$ cat config.mk
export PLATFORM = sky130hd
export DESIGN_NAME = ctrl_decode_stage
export DESIGN_NICKNAME = d
export VERILOG_FILES = /design/src/rtl/ctrl_decode_stage_pkg.sv /design/src/rtl/ctrl_decode_comb.sv /design/src/rtl/ctrl_decode_stage.sv
export SDC_FILE = /design/constraint.sdc
export NUM_CORES = 1
export LEC_CHECK = 0
export ABC_AREA = 1
export CAP_MARGIN = 10
export CORE_MARGIN = 4
export CORE_UTILIZATION = 37
export CTS_CLUSTER_SIZE = 40
export DETAILED_ROUTE_END_ITERATION = 8
export HOLD_SLACK_MARGIN = 0.15
export PLACE_DENSITY = 0.75
export SYNTH_ARGS = -nofsm -noshare
export SYNTH_HDL_FRONTEND = slang
export SYNTH_SLANG_ARGS = --single-unit
$ cat constraint.sdc
create_clock -name i_clk -period 1.3 [get_ports i_clk]
set_clock_uncertainty 0.15 [all_clocks]
set_input_delay 0.13 -clock i_clk [delete_from_list [all_inputs] [get_ports i_clk]]
set_output_delay 0.13 -clock i_clk [all_outputs]
set_load 0.02 [all_outputs]
$ cat src/rtl/ctrl_decode_stage_pkg.sv
// Shared definitions for the registered control decode stage.
//   - RV32I/M opcode constants and the funct7 value that marks MUL/DIV/REM
//   - result-source encodings driven on o_resultsrc
//   - issue FSM state type and the decoded control bundle
//   - max_int helper used to size the occupancy counter
package ctrl_decode_stage_pkg;

    localparam logic [6:0] OP_R   = 7'b0110011;
    localparam logic [6:0] OP_I   = 7'b0010011;
    localparam logic [6:0] OP_LD  = 7'b0000011;
    localparam logic [6:0] OP_S   = 7'b0100011;
    localparam logic [6:0] OP_B   = 7'b1100011;
    localparam logic [6:0] OP_J   = 7'b1101111;
    localparam logic [6:0] OP_JR  = 7'b1100111;
    localparam logic [6:0] OP_U   = 7'b0110111;
    localparam logic [6:0] OP_UPC = 7'b0010111;

    localparam logic [6:0] FUNCT7_MULDIV = 7'b0000001;

    localparam logic [1:0] RESULTSRC_ALU    = 2'b00;
    localparam logic [1:0] RESULTSRC_LOAD   = 2'b01;
    localparam logic [1:0] RESULTSRC_PC4    = 2'b10;
    localparam logic [1:0] RESULTSRC_MULDIV = 2'b11;

    typedef enum logic {
        ST_IDLE = 1'b0,
        ST_BUSY = 1'b1
    } issue_state_t;

    typedef struct packed {
        logic       rf_wr;
        logic       selop1;
        logic       selop2;
        logic       branch;
        logic       load;
        logic       jal;
        logic       jalr;
        logic       wr_en;
        logic [1:0] resultsrc;
        logic       muldiv;
        logic [2:0] muldiv_op;
        logic       illegal;
    } ctrl_bundle_t;

    function automatic int max_int(input int a, input int b);
        return (a > b) ? a : b;
    endfunction

endpackage

$ cat src/rtl/ctrl_decode_comb.sv
// Pure combinational main decoder: opcode/funct3/funct7 -> control bundle.
// Ports:
//   opcode [6:0]  instruction bits [6:0]
//   funct3 [2:0]  instruction bits [14:12]
//   funct7 [6:0]  instruction bits [31:25]
//   ctrl          decoded control bundle (ctrl_bundle_t)
// Unknown opcodes, and M-extension ops when ENABLE_M=0, produce a bundle
// with only the illegal flag set so nothing downstream writes state.
module ctrl_decode_comb
    import ctrl_decode_stage_pkg::*;
#(
    parameter int ENABLE_M = 1
) (
    input  logic [6:0]   opcode,
    input  logic [2:0]   funct3,
    input  logic [6:0]   funct7,
    output ctrl_bundle_t ctrl
);

    always_comb begin
        ctrl = '0;
        case (opcode)
            OP_R: begin
                if (funct7 == FUNCT7_MULDIV) begin
                    if (ENABLE_M != 0) begin
                        ctrl.rf_wr     = 1'b1;
                        ctrl.selop2    = 1'b1;
                        ctrl.resultsrc = RESULTSRC_MULDIV;
                        ctrl.muldiv    = 1'b1;
                        ctrl.muldiv_op = funct3;
                    end else begin
                        ctrl.illegal   = 1'b1;
                    end
                end else begin
                    ctrl.rf_wr  = 1'b1;
                    ctrl.selop2 = 1'b1;
                end
            end
            OP_I: begin
                ctrl.rf_wr = 1'b1;
            end
            OP_LD: begin
                ctrl.rf_wr     = 1'b1;
                ctrl.load      = 1'b1;
                ctrl.resultsrc = RESULTSRC_LOAD;
            end
            OP_S: begin
                ctrl.wr_en = 1'b1;
            end
            OP_B: begin
                ctrl.branch = 1'b1;
                ctrl.selop2 = 1'b1;
            end
            OP_J: begin
                ctrl.rf_wr     = 1'b1;
                ctrl.jal       = 1'b1;
                ctrl.resultsrc = RESULTSRC_PC4;
            end
            OP_JR: begin
                ctrl.rf_wr     = 1'b1;
                ctrl.selop1    = 1'b1;
                ctrl.jalr      = 1'b1;
                ctrl.resultsrc = RESULTSRC_PC4;
            end
            OP_U: begin
                ctrl.rf_wr = 1'b1;
            end
            OP_UPC: begin
                ctrl.rf_wr  = 1'b1;
                ctrl.selop1 = 1'b1;
            end
            default: begin
                ctrl.illegal = 1'b1;
            end
        endcase
    end

endmodule

$ cat src/rtl/ctrl_decode_stage.sv
// Registered decode stage: decodes an RV32I/M instruction and registers the
// control bundle into the ID/EX boundary, with stall, flush and a small issue
// FSM that blocks acceptance while a MUL/DIV occupies the execute unit.
// Ports:
//   i_clk, i_rst      clock (rising edge), synchronous active-high reset
//   i_valid, i_instr  instruction offer
//   o_ready           stage can accept this cycle
//   i_stall           hold every output register
//   i_flush           kill the output stage and any multi-cycle op
//   o_valid           registered bundle valid
//   o_rf_wr .. o_wr_en, o_resultsrc, o_muldiv, o_muldiv_op, o_illegal
//                     registered control bundle
//   o_busy            issue FSM is in BUSY (exposes FSM state)
//
// Handshake: an instruction is taken on a rising edge where i_valid and
// o_ready are both high; o_ready is combinational (~busy & ~i_stall &
// ~i_flush) and never depends on i_valid. The taken bundle appears with
// o_valid=1 one cycle later. The output side has no back-pressure input;
// i_stall is the only way to hold it.
module ctrl_decode_stage
    import ctrl_decode_stage_pkg::*;
#(
    parameter int ENABLE_M   = 1,
    parameter int MUL_CYCLES = 3,
    parameter int DIV_CYCLES = 34
) (
    input  logic        i_clk,
    input  logic        i_rst,
    input  logic        i_valid,
    input  logic [31:0] i_instr,
    output logic        o_ready,
    input  logic        i_stall,
    input  logic        i_flush,
    output logic        o_valid,
    output logic        o_rf_wr,
    output logic        o_selop1,
    output logic        o_selop2,
    output logic        o_branch,
    output logic        o_load,
    output logic        o_jal,
    output logic        o_jalr,
    output logic        o_wr_en,
    output logic [1:0]  o_resultsrc,
    output logic        o_muldiv,
    output logic [2:0]  o_muldiv_op,
    output logic        o_illegal,
    output logic        o_busy
);

    localparam int MAX_CYCLES = max_int(MUL_CYCLES, DIV_CYCLES);
    localparam int CW         = $clog2(MAX_CYCLES + 1);

    // The counter is loaded with N-1: BUSY lasts exactly N-1 cycles.
    localparam logic [CW-1:0] MUL_LOAD = CW'(MUL_CYCLES - 1);
    localparam logic [CW-1:0] DIV_LOAD = CW'(DIV_CYCLES - 1);

    ctrl_bundle_t  dec;
    ctrl_bundle_t  bundle_q;
    logic          valid_q;
    issue_state_t  state_q, state_d;
    logic [CW-1:0] cnt_q, cnt_d;
    logic [CW-1:0] load_val;
    logic          busy;
    logic          accept;
    logic          need_busy;
    logic          unused_instr_bits;

    ctrl_decode_comb #(
        .ENABLE_M (ENABLE_M)
    ) u_decode (
        .opcode (i_instr[6:0]),
        .funct3 (i_instr[14:12]),
        .funct7 (i_instr[31:25]),
        .ctrl   (dec)
    );

    // Register specifiers and immediates are not used by the control decode.
    assign unused_instr_bits = ^{i_instr[24:15], i_instr[11:7]};

    assign busy    = (state_q == ST_BUSY);
    assign o_ready = ~busy & ~i_stall & ~i_flush;
    assign accept  = i_valid & o_ready;

    // funct3[2] separates DIV/REM (long) from MUL* (short).
    assign load_val  = dec.muldiv_op[2] ? DIV_LOAD : MUL_LOAD;
    assign need_busy = dec.muldiv & (load_val != '0);

    // Issue FSM: the counter keeps running under stall; only flush aborts.
    always_comb begin
        state_d = state_q;
        cnt_d   = cnt_q;
        if (i_flush) begin
            state_d = ST_IDLE;
            cnt_d   = '0;
        end else begin
            case (state_q)
                ST_IDLE: begin
                    if (accept && need_busy) begin
                        state_d = ST_BUSY;
                        cnt_d   = load_val;
                    end
                end
                ST_BUSY: begin
                    if (cnt_q <= CW'(1)) begin
                        state_d = ST_IDLE;
                        cnt_d   = '0;
                    end else begin
                        cnt_d = cnt_q - CW'(1);
                    end
                end
                default: begin
                    state_d = ST_IDLE;
                    cnt_d   = '0;
                end
            endcase
        end
    end

    always_ff @(posedge i_clk) begin
        if (i_rst) begin
            state_q <= ST_IDLE;
            cnt_q   <= '0;
        end else begin
            state_q <= state_d;
            cnt_q   <= cnt_d;
        end
    end

    // Output stage. Accept can only happen with stall and flush low, so the
    // order below is flush > stall > accept > bubble.
    always_ff @(posedge i_clk) begin
        if (i_rst) begin
            valid_q  <= 1'b0;
            bundle_q <= '0;
        end else if (i_flush) begin
            valid_q  <= 1'b0;
            bundle_q <= '0;
        end else if (i_stall) begin
            valid_q  <= valid_q;
            bundle_q <= bundle_q;
        end else if (accept) begin
            valid_q  <= 1'b1;
            bundle_q <= dec;
        end else begin
            // Bubble: only the state-writing enables need to be safe.
            valid_q        <= 1'b0;
            bundle_q.rf_wr <= 1'b0;
            bundle_q.wr_en <= 1'b0;
        end
    end

    assign o_valid     = valid_q;
    assign o_rf_wr     = bundle_q.rf_wr;
    assign o_selop1    = bundle_q.selop1;
    assign o_selop2    = bundle_q.selop2;
    assign o_branch    = bundle_q.branch;
    assign o_load      = bundle_q.load;
    assign o_jal       = bundle_q.jal;
    assign o_jalr      = bundle_q.jalr;
    assign o_wr_en     = bundle_q.wr_en;
    assign o_resultsrc = bundle_q.resultsrc;
    assign o_muldiv    = bundle_q.muldiv;
    assign o_muldiv_op = bundle_q.muldiv_op;
    assign o_illegal   = bundle_q.illegal;
    assign o_busy      = busy;

endmodule

# [Yosys cells after proc, flatten, opt, wreduce, memory -nomap -nowiden]
# Index checks and enable logic that the tools add are counted.
[word_totals] elab_cells=66 reg_bits=23 output_inout_bits=18 input_bits=37
[classes] reduce_logical=9 add_sub_neg=1 eq_ne=11 mux=22 bitwise=7 magnitude_cmp=1
[op_table] op="$eq A7 B6 Y1 const B" n=3
[op_table] op="$eq A7 B7 Y1 const B" n=3
[op_table] op="$mux W6" n=3
[op_table] op="$eq A7 B5 Y1 const B" n=2
[op_table] op="$mux W1" n=13
[op_table] op="$pmux W6 S2" n=1
[op_table] op="$reduce_or A2 Y1" n=4
[op_table] op="$reduce_or A8 Y1" n=1
[op_table] op="$eq A7 B1 Y1 const B" n=1
[op_table] op="$eq A7 B2 Y1 const B" n=1
[op_table] op="$mux W7" n=1
[op_table] op="$reduce_or A7 Y1" n=1
[op_table] op="$le A6 B1 Y1 const B" n=1
[op_table] op="$pmux W2 S3" n=1
[op_table] op="$reduce_bool A6 Y1" n=1
[op_table] op="$sub A6 B1 Y6 const B" n=1
[op_table] op="$and A1 B1 Y1" n=4
[op_table] op="$mux W4" n=1
[op_table] op="$pmux W1 S2" n=2
[op_table] op="$not A1 Y1" n=3
[op_table] op="$ne A2 B1 Y1 const B" n=1
[op_table] op="$reduce_and A2 Y1" n=1
[op_table] op="$logic_and A1 B1 Y1" n=1

# [Depth between registers and ports, before layout]
[logic_depth] word_depth=9 depth_mapped=11 mapped_depth_nobuf=11

# [Modules after synthesis]
# A second synthesis with hierarchy kept.
[hier_totals] cells_unflattened=194 hier_area_um2=1256.2
[modules_own_cells] mod="ctrl_decode_stage" cells_per_inst=135 instances=1 area_per_inst_um2=979.7 seq_area_each_um2=460.4
[modules_own_cells] mod="ctrl_decode_comb" cells_per_inst=59 instances=1 area_per_inst_um2=276.5 seq_area_each_um2=0.0

# [Worst setup path before layout]
# Ideal clock, no wire load.
[synth_path] path_kind="register -> register" startpoint="register state_q (netlist: o_busy)" endpoint="register cnt_q[0]" arrival_ps=1170 setup_slack_ps=-132 setup_ps=111 path_stages_with_launch=9 path_buffers=1 required_time_ps=1039 synth_period_minus_slack_ps=1432 cell_sequence="dfxtp_1 -> clkinv_2 -> nand3_4 -> nor2_8 -> nand3_2 -> buf_6 -> nand3_1 -> nand2_1 -> nor2_1"
[synth_via] elab_chain_len=6 word_cells_on_any_way=7 cone_classes="eq/ne (1); mux (1); bitwise (4); reduce/logical (1)"
[synth_rtl] item="from (decl)" line_no="ctrl_decode_stage.sv:60" source="issue_state_t state_q, state_d;"
[synth_rtl] item="from (signal assigned)" line_no="ctrl_decode_stage.sv:124" source="state_q <= state_d;"
[synth_rtl] item="$not A1 Y1"
[synth_rtl] item="$and A1 B1 Y1 (2 in a row)" line_no="ctrl_decode_stage.sv:81" source="assign o_ready = ~busy & ~i_stall & ~i_flush;"
[synth_rtl] item="$and A1 B1 Y1" line_no="ctrl_decode_stage.sv:82" source="assign accept = i_valid & o_ready;"
[synth_rtl] item="$logic_and A1 B1 Y1" line_no="ctrl_decode_stage.sv:98" source="if (accept && need_busy) begin"
[synth_rtl] item="$ne A2 B1 Y1 (no source line)"
[synth_rtl] item="to (signal assigned)" line_no="ctrl_decode_stage.sv:125" source="cnt_q <= cnt_d;"
[synth_rtl] item="to (decl)" line_no="ctrl_decode_stage.sv:61" source="logic [CW-1:0] cnt_q, cnt_d;"
# Several ways; a longest one is shown, not always the timed one.
# A chain may end at the register's enable or synchronous reset.

# [Worst setup path after layout]
[layout_path] startpoint="register cnt_q[0]" endpoint="register cnt_q[1]"
[layout_via] elab_chain_len=3 word_cells_on_any_way=4 cone_classes="add/sub (1); order compare (1); mux (2)"
[layout_rtl] item="$sub A6 B1 Y6 / $le A6 B1 Y1 (equally long branches)" line_no="ctrl_decode_stage.sv:108, ctrl_decode_stage.sv:104"
[layout_rtl] item="$mux W6 *" line_no="ctrl_decode_stage.sv:104" source="if (cnt_q <= CW'(1)) begin"
[layout_rtl] item="$pmux W6 S2 *" line_no="ctrl_decode_stage.sv:96" source="case (state_q)"
# Mark *: on every way between the ends. The rest lies on a longest branch, timed or not.

==> metrics.txt <==
routed via count 1,478; Slew Viols, Final 0; critical-path cell list inv_4, ha_4, inv_2, nand2_2, nand3_2, nand2_2, or2_1, nand2_1, nor2_1, nor2_1; critical path required time 1.41 ns; failing checks setup timing; clock-pin slew on the worst setup and hold paths 0.13 ns; clock group share of total power 26.5%; critical path type reg -> reg; Max Freq 686 MHz; crit path launch type register; Core ar. 3100 µm²; Final period util 112%; Cell Area, Synth 1220 µm²; largest net degree at the start of global routing 16; number of synthesized flops with an enable pin 0; number of max-cap violations 0; Synth Warn # 0; Max clock buf depth 2; syn avg cell area 6.87 µm²; P_leak 0.00106 µW; fin cells 305; internal power 945 µW; Die Y 65.5 µm; RSZ-0062 raised after global routing yes; GPL Wtd Cong 0.910; Post-DP HPWL 2.60 mm; number of synthesized register bits 23; post-synthesis sequential area ratio 37.6%; dpl cells 292; slowest stage delay, CP 0.41 ns; Top FF cell, synth dfxtp_1; slew of the pin with the lowest slew margin 0.348 ns; number of CTS-inserted buffers 3; CTS Root Cell clkbuf_4; Die Area 4290 µm²; final WL 3.95 mm; most frequent cells in the layout nand2_1 (35), buf_4 (31), dfxtp_1 (20); Hold Fails Final Rpt 0; layout cells sized above 1 41.4%; VDD IR max 0.530 mV; final setup TNS -1.50 ns; gr ovfl total 0; via/cell ratio 4.85; final setup fails 19; Mapped Nets 217; All-Layer GR Usage 16.4%; Crit. End Element register; WL/cell 12.9 µm; htree depth 1; overall power 1290 µW; Yosys cell types 26; # IOs 55; CP max stage cell dfxtp_4; row count 20; Sw Share 26.7%; Seq pwr share 54.8%; first-pass GRT wire length 5.61 mm; Layout area overhead 82.0%; n_diodes 0; finished layout cell area 2230 µm²; Comb pwr share 18.7%; fill count 244; most common cell after layout, fill and taps aside nand2_1; Crit Path Max Fanout 3; Setup WS post-layout -0.158 ns; die width 65.5 µm; status finished, violations left; Util after Layout 71.8%; CTS tree done; vias in the first global route 1,362; WP data arrival 1.57 ns; clock latency on the worst-skew pair 0.31 ns; Residual DRC 0; Placed Area 1930 µm²; DR iter-0 viols 43; clock sinks 23; pwr/cell area 579 nW/µm²; TritonRoute pass-1 iters 4; worst hold-check path type in -> reg; final net count 301; Tmin final 1.46 ns; Final ANT Viol Nets 0; Initial Util 39.4%; Post-synth ARST share 0%; initial antenna violation count 0; max_slew headroom 76.8%; Psw 344 µW; # port buffers 39; cell count after synthesis 178
[logic make-up after synthesis]
group | after synthesis | share of synthesized area, %
AO/OA/AOI/OAI | 25 | 10.4
XOR/XNOR | 2 | 1.43
adder cells (fa/ha/maj) | 2 | 2.04
buffers and inverters | 29 | 9.92
flip-flops | 23 | 37.6
AND/OR/NAND/NOR | 97 | 38.5
[sequential cells by signal (all words and copies together), names as in the netlist]
register / count
o_wr_en: 1
o_muldiv_op: 3
o_branch: 1
o_jal: 1
o_resultsrc: 2
o_load: 1
o_selop2: 1
o_selop1: 1
cnt_q: 6
o_jalr: 1
o_muldiv: 1
o_illegal: 1
o_busy: 1
o_valid: 1
o_rf_wr: 1
[worst max-delay path: cells and delay by family, from the launching register on]
family / cells / cell delay, ns
buffers and inverters: 2 / 0.09
adders and majority gates: 1 / 0.15
DFF: 1 / 0.41
and+or+nand+nor: 7 / 0.60
[synthesized netlist by cell type, drive strengths merged, types with 2 or more instances]
master | count | area share, %
nand2 | 42 | 13
inv | 25 | 7.7
nand3 | 24 | 12
nor2 | 24 | 10
dfxtp | 23 | 38
a21oi | 17 | 7.0
o21ai | 6 | 2.5
nor3 | 3 | 1.6
a31oi | 2 | 1.0
buf | 2 | 1.5
ha | 2 | 2.0
nand4 | 2 | 1.0
or2 | 2 | 1.0
[stage by stage]
step           setup WS [ns]  hold WS [ns]
2_1_floorplan        -0.0237         0.120
3_3_place_gp          -0.382         0.302
3_5_place_dp          -0.413         0.307
4_1_cts               -0.143         0.214
5_1_grt               -0.255         0.163
6_report              -0.158         0.147
[per-layer routing]
layer / global-route usage (%) / vias up / part of all wire [%]
li1: - / 739 / -
met1: 20.0 / 696 / 41
met2: 30.6 / 35 / 55
met3: 1.54 / 8 / 3.2
met4: 4.15 / 0 / 1.4
met5: 0 / - / 0
[worst paths after layout]
path | slack, ns | from | cells past startpoint | end
setup reg to reg | -0.16 | cnt_q[0]$_SDFFE_PP0P_ | 10 | cnt_q[1]$_SDFFE_PP0P_
hold reg to reg | 0.33 | o_jal$_SDFFE_PP0P_ | 2 | o_jal$_SDFFE_PP0P_
hold / removal | 0.15 | i_instr[6] | 5 | o_wr_en$_SDFFE_PP0N_
setup / recovery | -0.16 | cnt_q[0]$_SDFFE_PP0P_ | 10 | cnt_q[1]$_SDFFE_PP0P_
[cell type report]
| class | count | area, µm² | area share [%] |
|---|---|---|---|
| Clock inverter | 1 | 5.00 | 0.225 |
| Timing Repair Buffer | 82 | 741 | 33.3 |
| Multi-Input combinational cell | 126 | 812 | 36.5 |
| Sequential cell | 23 | 469 | 21.1 |
| Inverter | 26 | 123 | 5.51 |
| Clock buffer | 3 | 22.5 | 1.01 |
| Tap cell | 44 | 55.1 | 2.47 |
[power by group through the flow]
stage | logic, µW | clock network (µW) | registers (µW)
2_1_floorplan | 63.9 | 0 | 729
4_1_cts | 203 | 342 | 706
3_3_place_gp | 198 | 0 | 724
6_report | 241 | 341 | 707
3_5_place_dp | 202 | 0 | 724
5_1_grt | 257 | 375 | 708
[timing repair]
| action | 4_1_cts | 5_1_grt |
|---|---|---|
| hold buffers | 0 | 1 |
| gates cloned | 0 | 1 |
| endpoints found under the hold margin | 0 | 1 |
| resized for setup | 39 | 82 |
| endpoints found under the setup margin | 30 | 33 |
| pin swaps | 18 | 27 |
| buffers inserted | 3 | 5 |
Power figures use the tool's default switching activity.
